**src/rtl/mux_16_rr_arbiter_pkg.sv**
```systemverilog
// Shared types and the round-robin pick function for the 16-lane arbiter.
package arb_pkg;

  localparam int NUM_REQ = 16;
  localparam int SEL_W   = 4;

  typedef enum logic {IDLE, GRANT} arb_state_t;

  // First set request bit scanning upward from ptr, wrapping past lane 15.
  function automatic logic [SEL_W-1:0] rr_pick(input logic [NUM_REQ-1:0] req,
                                                input logic [SEL_W-1:0]   ptr);
    logic [SEL_W-1:0] idx;
    logic             found;
    rr_pick = '0;
    found   = 1'b0;
    for (int i = 0; i < NUM_REQ; i++) begin
      idx = ptr + SEL_W'(i);
      if (!found && req[idx]) begin
        rr_pick = idx;
        found   = 1'b1;
      end
    end
  endfunction

endpackage

```
**src/rtl/mux_16_rr_arbiter_if.sv**
```systemverilog
// Lane-side and consumer-side signals of the 16-lane round-robin arbiter.
interface mux_16_rr_arbiter_if #(parameter int BUS = 4);
  import arb_pkg::*;

  logic [NUM_REQ-1:0]     req;
  logic [NUM_REQ*BUS-1:0] data_in;
  logic                   out_ready;
  logic [NUM_REQ-1:0]     gnt;
  logic [SEL_W-1:0]       selector;
  logic [BUS-1:0]         out_data;
  logic                   out_valid;
  logic [NUM_REQ-1:0]     lane_ack;
  logic                   busy;

  modport master (
    output req, data_in, out_ready,
    input  gnt, selector, out_data, out_valid, lane_ack, busy
  );

  modport slave (
    input  req, data_in, out_ready,
    output gnt, selector, out_data, out_valid, lane_ack, busy
  );

endinterface

```
**src/rtl/mux_16_rr_arbiter_mux16.sv**
```systemverilog
// 16:1 lane selector; lane i occupies i_data[i*BUS +: BUS].
module mux_16 #(
  parameter int BUS = 4
) (
  input  logic [16*BUS-1:0] i_data,
  input  logic [3:0]        i_sel,
  output logic [BUS-1:0]    o_data
);

  assign o_data = i_data[i_sel*BUS +: BUS];

endmodule

```
**src/rtl/mux_16_rr_arbiter.sv**
```systemverilog
// Round-robin arbiter sharing one mux_16 among 16 lanes, burst-limited per grant.
//  state | meaning
//  IDLE  | no grant held, waiting for any request
//  GRANT | one lane owns the mux; beats counted toward MAX_BURST
module mux_16_rr_arbiter
  import arb_pkg::*;
#(
  parameter int BUS       = 4,
  parameter int MAX_BURST = 4
) (
  input  logic                 clk,
  input  logic                 rst_n,
  mux_16_rr_arbiter_if.slave   bus
);

  localparam int CW = (MAX_BURST > 2) ? $clog2(MAX_BURST) : 1;
  localparam logic [CW-1:0] LAST_BEAT = CW'(MAX_BURST - 1);

  arb_state_t         r_state;
  logic [NUM_REQ-1:0] r_gnt;
  logic [SEL_W-1:0]   r_sel;
  logic [SEL_W-1:0]   r_ptr;
  logic [CW-1:0]      r_beat_cnt;

  logic               w_busy;
  logic               w_valid;
  logic               w_beat;
  logic               w_release;
  logic               w_any_req;
  logic [SEL_W-1:0]   w_next_ptr;
  logic [SEL_W-1:0]   w_pick_base;
  logic [SEL_W-1:0]   w_pick;
  logic [NUM_REQ-1:0] w_pick_oh;

  assign w_busy      = (r_state == GRANT);
  assign w_valid     = w_busy & bus.req[r_sel];
  assign w_beat      = w_valid & bus.out_ready;
  assign w_release   = ~bus.req[r_sel] | (w_beat & (r_beat_cnt == LAST_BEAT));
  assign w_any_req   = |bus.req;
  assign w_next_ptr  = r_sel + SEL_W'(1);
  // A release re-arbitrates from the lane after the current owner, not from r_ptr.
  assign w_pick_base = w_busy ? w_next_ptr : r_ptr;
  assign w_pick      = rr_pick(bus.req, w_pick_base);
  assign w_pick_oh   = NUM_REQ'(1) << w_pick;

  always_ff @(posedge clk or negedge rst_n) begin
    if (!rst_n) begin
      r_state    <= IDLE;
      r_gnt      <= '0;
      r_sel      <= '0;
      r_ptr      <= '0;
      r_beat_cnt <= '0;
    end else begin
      case (r_state)
        IDLE: begin
          if (w_any_req) begin
            r_state    <= GRANT;
            r_sel      <= w_pick;
            r_gnt      <= w_pick_oh;
            r_beat_cnt <= '0;
          end
        end
        GRANT: begin
          if (w_release) begin
            r_ptr <= w_next_ptr;
            if (w_any_req) begin
              r_sel      <= w_pick;
              r_gnt      <= w_pick_oh;
              r_beat_cnt <= '0;
            end else begin
              r_state <= IDLE;
              r_gnt   <= '0;
            end
          end else if (w_beat) begin
            r_beat_cnt <= r_beat_cnt + CW'(1);
          end
        end
        default: begin
          r_state <= IDLE;
          r_gnt   <= '0;
        end
      endcase
    end
  end

  mux_16 #(.BUS(BUS)) u_mux (
    .i_data (bus.data_in),
    .i_sel  (r_sel),
    .o_data (bus.out_data)
  );

  assign bus.gnt       = r_gnt;
  assign bus.selector  = r_sel;
  assign bus.out_valid = w_valid;
  assign bus.lane_ack  = r_gnt & {NUM_REQ{w_beat}};
  assign bus.busy      = w_busy;

endmodule

```
**src/flat_wrapper.sv**
```systemverilog
// flat-port wrapper written by rule: the top's interface ports become plain ports
module mux_16_rr_arbiter_flat import arb_pkg::*;
#(
  parameter int BUS       = 4,
  parameter int MAX_BURST = 4
)
  (clk, rst_n, bus_req, bus_data_in, bus_out_ready, bus_gnt, bus_selector, bus_out_data, bus_out_valid, bus_lane_ack, bus_busy);
  mux_16_rr_arbiter_if #(.BUS(BUS)) bus_i ();
  input  logic clk;
  input  logic rst_n;
  input wire logic [$bits(bus_i.req)-1:0] bus_req;
  input wire logic [$bits(bus_i.data_in)-1:0] bus_data_in;
  input wire logic [$bits(bus_i.out_ready)-1:0] bus_out_ready;
  output wire logic [$bits(bus_i.gnt)-1:0] bus_gnt;
  output wire logic [$bits(bus_i.selector)-1:0] bus_selector;
  output wire logic [$bits(bus_i.out_data)-1:0] bus_out_data;
  output wire logic [$bits(bus_i.out_valid)-1:0] bus_out_valid;
  output wire logic [$bits(bus_i.lane_ack)-1:0] bus_lane_ack;
  output wire logic [$bits(bus_i.busy)-1:0] bus_busy;
  assign bus_i.req = bus_req;
  assign bus_i.data_in = bus_data_in;
  assign bus_i.out_ready = bus_out_ready;
  assign bus_gnt = bus_i.gnt;
  assign bus_selector = bus_i.selector;
  assign bus_out_data = bus_i.out_data;
  assign bus_out_valid = bus_i.out_valid;
  assign bus_lane_ack = bus_i.lane_ack;
  assign bus_busy = bus_i.busy;
  mux_16_rr_arbiter #(.BUS(BUS), .MAX_BURST(MAX_BURST)) u_core (.clk(clk), .rst_n(rst_n), .bus(bus_i));
endmodule
```
**config.mk**
```make
export PLATFORM = sky130hd
export DESIGN_NAME = mux_16_rr_arbiter_flat
export DESIGN_NICKNAME = d
export VERILOG_FILES = /design/src/rtl/mux_16_rr_arbiter_pkg.sv /design/src/rtl/mux_16_rr_arbiter_if.sv /design/src/rtl/mux_16_rr_arbiter_mux16.sv /design/src/rtl/mux_16_rr_arbiter.sv /design/src/flat_wrapper.sv
export SDC_FILE = /design/constraint.sdc
export NUM_CORES = 1
export LEC_CHECK = 0
export ABC_AREA = 1
export BUFFER_PORTS_ARGS = -buffer_cell sky130_fd_sc_hd__buf_2
export CORE_MARGIN = 4
export CORE_UTILIZATION = 30
export DETAILED_ROUTE_END_ITERATION = 8
export GPL_TIMING_DRIVEN = 1
export PLACE_DENSITY = 0.63
export SLEW_MARGIN = 20
export SYNTH_ARGS = -nofsm -noshare
export SYNTH_HDL_FRONTEND = slang
export SYNTH_SLANG_ARGS = --single-unit
```
**constraint.sdc**
```tcl
create_clock -name clk -period 5.7 [get_ports clk]
set_clock_uncertainty 0.1 [all_clocks]
set_input_delay 0 -clock clk [delete_from_list [all_inputs] [get_ports clk]]
set_output_delay 0 -clock clk [all_outputs]
set_load 0.02 [all_outputs]
```
# Yosys cells after proc, flatten, opt, wreduce, memory -nomap -nowiden
# Index checks and enable logic that the tools add are counted.
# totals
memories	0
wordCells	165
latchBits	0
rom_bits	0
regBits	27
out_inout_bits	42
ramBits	0
# classes
n_reduce_logical	33
multipliers	0
order_cmp	17
bitwise_logic	7
n_eq_ne	4
shift	2
n_mux	80
add_sub_neg	17
div	0
# op_table
cell	n
$lt 4x5->1 const B	17
$mux 4	19
$bmux 1 s4	17
$shiftx 64x7->4	1
$mux 16	3
$mux 1	34
$add 4x4->4 const B	8
$pmux 16 s2	1
$add 4x3->4 const B	4
$and 16x16->16	1
$reduce_or 16->1	1
$shl 1x4->16 const A	1
$logic_and 1x1->1	15
$logic_not 1->1	15
$add 4x1->4 const B	2
$add 4x2->4 const B	2
$pmux 4 s2	1
$mux 2	3
$pmux 2 s2	1
$reduce_and 2->1	2
$and 1x1->1	3
$ne 3x3->1 const B	1
$add 2x1->2 const B	1
$eq 2x2->1 const B	1
5 further kinds	6

# Logic depth before layout (Yosys ltp)
# Gate-level depths: netlist of the first run.
# logic_depth
word_depth	54
depth_mapped	32

# Cells and area by module
# From an unflattened synthesis of the first run, not the netlist that was laid out.
# unflattened
cells_unflattened	868
hier_area_um2	4583.1
# by_module_without_submodules
module	cells_each	seq_area_each_um2	area_per_inst_um2	instances
mux_16_rr_arbiter	673	675.6	3728.6	1
mux_16	195	0.0	854.6	1

# Worst setup path after synthesis of the first run
# Ideal clock, no wire load.
# synth_path
kind	reg-to-reg
from	register u_core.r_sel[1], in the netlist u_core.bus.selector[1]
to	register u_core.r_gnt[10], in the netlist u_core.bus.gnt[10]
required_ns	5.534
stages_incl_launch_ff	28
setup_slack_ns	1.701
t_arrival_ns	3.833
cell_sequence	dfrtp_1 -> ha_1 -> inv_1 -> nand2_1 -> o21ai_2 -> buf_6 -> ha_1 -> clkbuf_1 -> inv_1 -> buf_2 -> nand3_1 -> nand2_1 -> nand2_1 -> nand3_1 -> nand2_1 -> nor2_2 -> nand4_2 -> nor2_4 -> nand4_2 -> nor2_4 -> nand4_1 -> nor2_2 -> nand3_1 -> nand3_2 -> nand2_1 -> nor2_1 -> nand3_1 -> nand2_1
# synth_between
elab_chain_cells	54
# synth_rtl
element	line_no	rtl
start, declared	mux_16_rr_arbiter.sv:21	logic [SEL_W-1:0] r_sel;
start signal, assigned	mux_16_rr_arbiter.sv:58	r_sel <= w_pick;
start signal, assigned	mux_16_rr_arbiter.sv:67	r_sel <= w_pick;
$add 4x1->4 (*)	mux_16_rr_arbiter.sv:40	assign w_next_ptr = r_sel + SEL_W'(1);
via u_core.w_next_ptr[1]	mux_16_rr_arbiter.sv:30	logic [SEL_W-1:0] w_next_ptr;
$mux 4 (*)	mux_16_rr_arbiter.sv:42	assign w_pick_base = w_busy ? w_next_ptr : r_ptr;
branches (longest 47 deep; another with $add 4x1->4)	n/a	
$mux 4 (*)	mux_16_rr_arbiter_pkg.sv:18	if (!found && req[idx]) begin
$shl 1x4->16 (*)	mux_16_rr_arbiter.sv:44	assign w_pick_oh = NUM_REQ'(1) << w_pick;
$mux 16	mux_16_rr_arbiter.sv:66	if (w_any_req) begin
$mux 16	mux_16_rr_arbiter.sv:64	if (w_release) begin
$pmux 16 s2 (*)	mux_16_rr_arbiter.sv:54	case (r_state)
end signal, assigned	mux_16_rr_arbiter.sv:59	r_gnt <= w_pick_oh;
end signal, assigned	mux_16_rr_arbiter.sv:68	r_gnt <= w_pick_oh;
end, declared	mux_16_rr_arbiter.sv:20	logic [NUM_REQ-1:0] r_gnt;
# Mark *: on every way through the listed nets, which the timed path passes. The select of a mux whose other input is x is not followed.
# A chain may end at the register's enable or synchronous reset.

# Worst setup path after layout of the first run
# layout_path
from	register u_core.r_sel[2], in the netlist u_core.bus.selector[2]
to	register u_core.r_gnt[9], in the netlist u_core.bus.gnt[9]
# layout_between
elab_chain_cells	54
# layout_rtl
element
branches (longest 54 deep; another with $add 4x1->4)
# Several ways; the timed one is not identified. The select of a mux whose other input is x is not followed.

==> run_results.csv, run 1 <==
group,metric,value,unit
status,status,"complete, no violations",
placed_design,dp.cells,1116,
routing,drt-met1-wl,7287,um
routing,wl,16110,um
sta,slew-limit-headroom,37.02,%
routing,firstDrtPassIters,6,
placed_design,dp_hpwl,12820,um
sta,fin_setup_tns,0,ps
cts,cts_tree,"built",
finish,drive_gt1_share,20.15,%
die,die_y,132.1,um
global_route,grt_pass1_vias,5482,
global_route,gr-total-overflow,0,
routing,ant_nets,0,
die,fp-row-count,45,
global_route,grt_pass1_wl,26360,um
global_route,antenna_found_initial,0,
synthesis,synth_top_area_share,19.51,%
critical_path,cp_slowest_stage_delay,810,ps
critical_path,path_buf_inv,4,
critical_path,crit_path_cell_trace,"inv_2 -> nand2_1 -> nand3_1 -> nand2_1 -> buf_4 -> ha_1 -> clkinv_1 -> nand3_1 -> o21ai_0 -> nand2_1 -> nand2_1 -> inv_2 -> nand4_4 -> nor2_8 -> nand4_2 -> nor2_4 -> nand4_2 -> nand2_1 -> nor2_1 -> nor2_4 -> nand3_1 -> nor2_1 -> nand3_1 -> nand2_1",
sta,fmax,0.2076,GHz
synthesis,synth_nets,922,
placed_design,gp_congestion,0.9317,
worst_hold_path,hold_class,"in -> reg",
synthesis,synth.ff_latch_count,27,
cts,htree_levels,1,
synthesis,synthCells,830,
critical_path,cp_top_family,"simple AND/OR/NAND/NOR gates",
synthesis,synth_area,4617,um2
routing,dr_wl_met2,7492,um
cts,ctsLongestPathBuffers,2,
sta,tightest_slew,944.5,ps
sta,slew_viol_final,0,
global_route,grt_max_degree,49,
synthesis,syn_avg_cell_area,5.563,um2
die,start_util,30.48,%
routing,drc,0,
critical_path,cp.required,5810,ps
finish,num-nets-final,1026,
synthesis,ys_seq_area_share,14.63,%
finish,final_core_util,35.98,%
cts,ctsResizeCount,0,
finish,area_growth,18.02,%
synthesis,synth_common_cells,"nand2_1 (240), nand3_1 (166), nor2_1 (86)",
synthesis,synth.most_common_cell,"nand2_1",
cts,clk_pin_slew,70,ps
synthesis,yosysUniqueCellTypes,39,
cts,cts_buffers,3,
synthesis,synth_ff_type,"dfrtp_1",
job,cap_violations,0,
die,design.core.area,15150,um2
synthesis,synth.top_cells.by_area,"nand2_1 (20%), nand3_1 (18%), dfrtp_1 (15%)",
cts,clockRootBuffer,"clkbuf_16",
critical_path,setup.worst_path.class,"reg -> reg",
sta,min_period_over_period,84.52,%
finish,finalInstanceArea,5449,um2
synthesis,post-synth-top-area-cell,"nand2_1",
critical_path,start_kind,"flip-flop",
finish,finalNonFillerCells,1121,
routing,drt-initial-drc-count,491,
critical_path,path_max_fanout,20,
die,pin_count,125,
synthesis,yosys_warnings,0,
critical_path,arrival,4920,ps
sta,final_hold_viol_count,0,
placed_design,postPlaceCellArea,5356,um2
routing,topRoutingLayerUsed,"met4",
global_route,grt_usage,17.69,%
sta,rsz0062_at_grt,"false",
die,fp.dieW,132.1,um
routing,met3_length,1032,um
die,die_area,17440,um2
sta,setup_viol_count_final,0,
critical_path,slowest_stage,"dfrtp_1",
synthesis,synth_async_sr_flop_share,100.0,%
routing,vias,5805,
critical_path,cp-end-kind,"flip-flop",
cts,clock_sinks,27,
routing,viasPerCell,5.178,
routing,avgRoutedWirePerCell,14.37,um
placed_design,port-buffer-count,124,
cts,clk_latency,260,ps
finish,antennaDiodeCount,0,
synthesis,synth-edff-count,0,
sta,final.min_clock_period,4818,ps
critical_path,crit_top_cell,"nand2_1",
[kinds of logic after synthesis]
logic type      count (synthesis)  synth area share, %
simple gates                  555                57.02
buf+inv                       128                11.38
compound gates                108                13.79
flops                          27                14.63
fa+ha+maj                       9                2.439
xor+xnor                        3               0.7319
[metrics by stage]
| stage | worst slack, ps | hold WS (ps) |
|---|---|---|
| finish | 882.2 | 26.17 |
| global route | 380.6 | 58.28 |
| CTS | 974.3 | 22.47 |
| detailed placement | 993.8 | -56.28 |
| global placement | 1002 | -60.02 |
| floorplan | 1701 | -395.6 |
[state kept, by name, indices dropped and copies added (netlist names)]
name and count:
u_core.bus.gnt 16, u_core.bus.selector 4, u_core.r_beat_cnt 2, u_core.r_ptr 4, u_core.bus.busy 1
[worst register-to-register path: cells and delay by family, from the launching register on]
family | cells | cell delay (ps)
adder cells (fa/ha/maj) | 1 | 340
buffers and inverters | 4 | 1080
flip-flops | 1 | 810
AO/OA/AOI/OAI | 1 | 210
AND/OR/NAND/NOR | 18 | 2220
[per-layer routing]
metal / GRT usage, % / up-vias
met3: 2.405 / 21
met5: 0 / -
li1: - / 2976
met2: 30.87 / 215
met4: 4.317 / 0
met1: 23.06 / 2593
[layout make-up]
class | instances | area, um2
sequential | 27 | 675.6
tap | 188 | 235.2
timing repair buffer | 132 | 683.2
multi-input combinational | 675 | 3416
inverter | 95 | 356.6
clock inverter | 1 | 7.507
clock buffer | 3 | 75.07
fill | 1682 | 9697
[what timing repair did]
| action | CTS | global route |
|---|---|---|
| setup buffers | 0 | 0 |
| endpoints found under the hold margin | 27 | 0 |
| hold buffers | 1 | 0 |
[final timing paths]
path	slack, ps	to	from	depth (start not counted)
setup / recovery	880	u_core.bus.gnt[9]$_DFFE_PN0P_	u_core.bus.selector[2]$_DFFE_PN0P_	24
hold / removal	30	u_core.r_beat_cnt[0]$_DFFE_PN0P_	bus_out_ready	4
setup reg to reg	880	u_core.bus.gnt[9]$_DFFE_PN0P_	u_core.bus.selector[2]$_DFFE_PN0P_	24
hold reg to reg	390	u_core.r_beat_cnt[0]$_DFFE_PN0P_	u_core.r_beat_cnt[0]$_DFFE_PN0P_	1
max in group asynchronous	4920	u_core.bus.selector[2]$_DFFE_PN0P_	rst_n	2
min in group asynchronous	180	u_core.bus.gnt[3]$_DFFE_PN0P_	rst_n	2
[cells in the final DEF, fill, tap and decap left out, types with 4 or more instances in the layout]
cell / count
o211ai_1: 5
a21oi_1: 12
o22ai_1: 5
clkinv_1: 4
buf_2: 124
nand2_2: 10
nand3_2: 6
nor2_1: 86
o21ai_0: 62
o21bai_1: 4
buf_4: 7
nand4_1: 16
nand4_2: 7
o221ai_1: 11
ha_1: 9
nand3_1: 166
nor4_1: 4
nor2_4: 5
inv_1: 83
dfrtp_1: 27
nand2_1: 240
inv_2: 8
Power of run 1 is not shown: default switching activity piles up to over one toggle a cycle in this logic, so the estimate is an artifact.
==> inputs of run 2 (changes only) <==
- ABC_AREA: 1 -> 0
- PLACE_DENSITY: 0.63 -> 0.65
- clock period: 5.7 -> 4 ns (I/O delays scaled with it)
==> run_results.csv, run 2 <==
group,metric,value,unit
critical_path,reg2reg_from,"u_core.bus.selector[1]$_DFFE_PN0P_",
finish,antennaDiodeCount,0,
status,failed_checks,"negative setup slack",
routing,ant_nets,0,
synthesis,synth_area,4407,um2
synthesis,synthMuxAreaShare,27.40,%
die,die_y,129.2,um
cts,clk_latency,270,ps
critical_path,cp.required,4080,ps
critical_path,rr_worst_depth,15,
die,start_util,30.44,%
critical_path,r2r-end,"u_core.bus.gnt[7]$_DFFE_PN0P_",
synthesis,post-synth-top-area-cell,"mux4_2",
routing,viasPerCell,5.847,
synthesis,synth_top_family_by_area,"multiplexers",
finish,largest_reg_flops,16,
placed_design,postPlaceCellArea,6200,um2
synthesis,synth_async_sr_flop_share,100.0,%
critical_path,arrival,4260,ps
synthesis,synth-compound-area-share,24.96,%
global_route,grt_pass1_wl,27860,um
synthesis,synth_common_cells,"nand2_1 (50), mux4_2 (34), nor2_1 (31)",
sta,setup_viol_count_final,18,
global_route,grtUsageMet3,2.597,%
sta,slew-limit-headroom,58.13,%
finish,multi_input_comb_area,4039,um2
sta,rsz0062_at_grt,"true",
synthesis,yosysUniqueCellTypes,86,
routing,drt-initial-drc-count,453,
synthesis,yosys_warnings,0,
finish,layout_commonest_cell,"buf_4",
cts,clockRootBuffer,"clkbuf_16",
worst_hold_path,holdPathStages,3,
die,fp-row-count,44,
die,pin_count,125,
cts,ctsLongestPathBuffers,2,
synthesis,synthCells,495,
sta,setup_ws,-172.9,ps
global_route,grt-busiest-layer,"met2",
placed_design,port-buffer-count,124,
job,cap_violations,0,
cts,clk_pin_slew,70,ps
die,fp.dieW,129.2,um
critical_path,setup.worst_path.class,"reg -> reg",
sta,min_period_over_period,104.3,%
synthesis,synth-edff-count,0,
finish,final_core_util,48.38,%
critical_path,crit_start,"u_core.bus.selector[1]$_DFFE_PN0P_",
global_route,grt_pass1_vias,5236,
status,status,"finished with violations",
critical_path,path_max_fanout,7,
global_route,use_met1,28.18,%
cts,cts_buffers,3,
global_route,met2_usage,35.64,%
synthesis,synth_ff_type,"dfrtp_1",
critical_path,start_kind,"flip-flop",
synthesis,ys_seq_area_share,15.33,%
finish,mostFrequentLayoutCells,"buf_4 (150), buf_2 (124), nand2_1 (48), mux4_2 (34), nor2_1 (30)",
critical_path,r2r_slack,-170,ps
routing,avgRoutedWirePerCell,19.47,um
sta,fmax,0.2396,GHz
critical_path,cp-end-kind,"flip-flop",
synthesis,synth_fa_ha_area_share,2.555,%
sta,final_hold_viol_count,0,
synthesis,synth_nets,587,
cts,htree_levels,1,
routing,firstDrtPassIters,5,
cts,clock_sinks,27,
sta,holdWs,55.92,ps
finish,nFillCells,1318,
cts,cts_tree,"built",
global_route,grt_usage,20.72,%
global_route,antenna_found_initial,0,
die,die_area,16690,um2
sta,slew_viol_final,0,
sta,tightest_slew,628.1,ps
finish,finalNonFillerCells,937,
routing,vias,5479,
placed_design,dp_hpwl,14270,um
finish,num-nets-final,846,
synthesis,synth.top_cells.by_area,"mux4_2 (17%), dfrtp_1 (15%), mux2i_1 (4.8%)",
placed_design,dp.cells,897,
synthesis,synth.most_common_cell,"nand2_1",
finish,finalInstanceArea,7005,um2
synthesis,syn_avg_cell_area,8.902,um2
worst_hold_path,hold_class,"in -> reg",
finish,drive_gt1_share,56.44,%
synthesis,synth.ff_latch_count,27,
routing,wl,18240,um
synthesis,synth_xor_area_share,3.748,%
finish,seqCellArea,679.4,um2
die,design.core.area,14480,um2
synthesis,synth_top_area_share,17.38,%
global_route,grt_max_degree,28,
synthesis,synth-simple-area-share,21.10,%
global_route,gr-total-overflow,0,
placed_design,gp_congestion,0.9570,
routing,drc,0,
sta,final.min_clock_period,4173,ps
critical_path,cp-endpoint,"u_core.bus.gnt[7]$_DFFE_PN0P_",
finish,area_growth,58.97,%
run 2: final cells by class:
class | instances | area share, %
repair buffers | 287 | 27.45
well taps | 184 | 3.286
clock inverters | 1 | 0.1072
clock buffers | 3 | 1.072
multi-input cells | 423 | 57.65
flip-flops and latches | 27 | 9.698
inverters | 12 | 0.7323
run 2: timing repair:
item,in CTS,in global routing
pin swaps,21,27
hold buffers,1,0
endpoints found under the setup margin,19,20
gates cloned,0,2
hold endpoints to repair,27,0
gates resized for setup,39,48
buffers inserted,14,20
run 2: how the worst min path moves through the flow:
stage / startpoint / slack [ps] / endpoint
2_1_floorplan: rst_n / -400 / u_core.bus.busy$_DFF_PN0_
3_3_place_gp: rst_n / -70 / u_core.r_beat_cnt[0]$_DFFE_PN0P_
3_5_place_dp: rst_n / -50 / u_core.r_beat_cnt[0]$_DFFE_PN0P_
4_1_cts: bus_out_ready / 60 / u_core.r_beat_cnt[0]$_DFFE_PN0P_
5_1_grt: bus_out_ready / 120 / u_core.r_beat_cnt[0]$_DFFE_PN0P_
6_report: bus_out_ready / 60 / u_core.r_beat_cnt[0]$_DFFE_PN0P_
run 2: logic make-up after synthesis:
kind of cell | Yosys count
and+or+nand+nor | 174
AOI/OAI and AO/OA | 154
muxes | 71
buffers and inverters | 45
DFF | 27
xor gates and xnor gates | 15
adders and majority gates | 9
run 2: metal layers:
metal	vias up	wire (um)
met2	269	8805
li1	2487	-
met3	62	1378
met4	0	623
met1	2661	7431
met5	-	0
run 2: per-stage QoR:
step / worst slack, ps / setup TNS (ps)
floorplan: -159.8 / -1828
global placement: -265.4 / -3758
detailed placement: -267.2 / -3576
CTS: -89.13 / -774.9
global route: -331.5 / -4657
finish: -172.9 / -1406
run 2: worst max-delay path, stage by stage, from the launching register on:
cell and delay [ps]:
dfrtp_2 430, ha_4 250, mux2i_4 180, inv_2 80, ha_4 200, buf_6 130
xnor2_4 180, mux4_2 590, mux2i_2 320, nor4b_4 140, buf_4 170, nand4_1 140
o32ai_2 110, o31a_1 280, or4_4 570, o31ai_2 220
Power of run 2 is left out for the same reason.
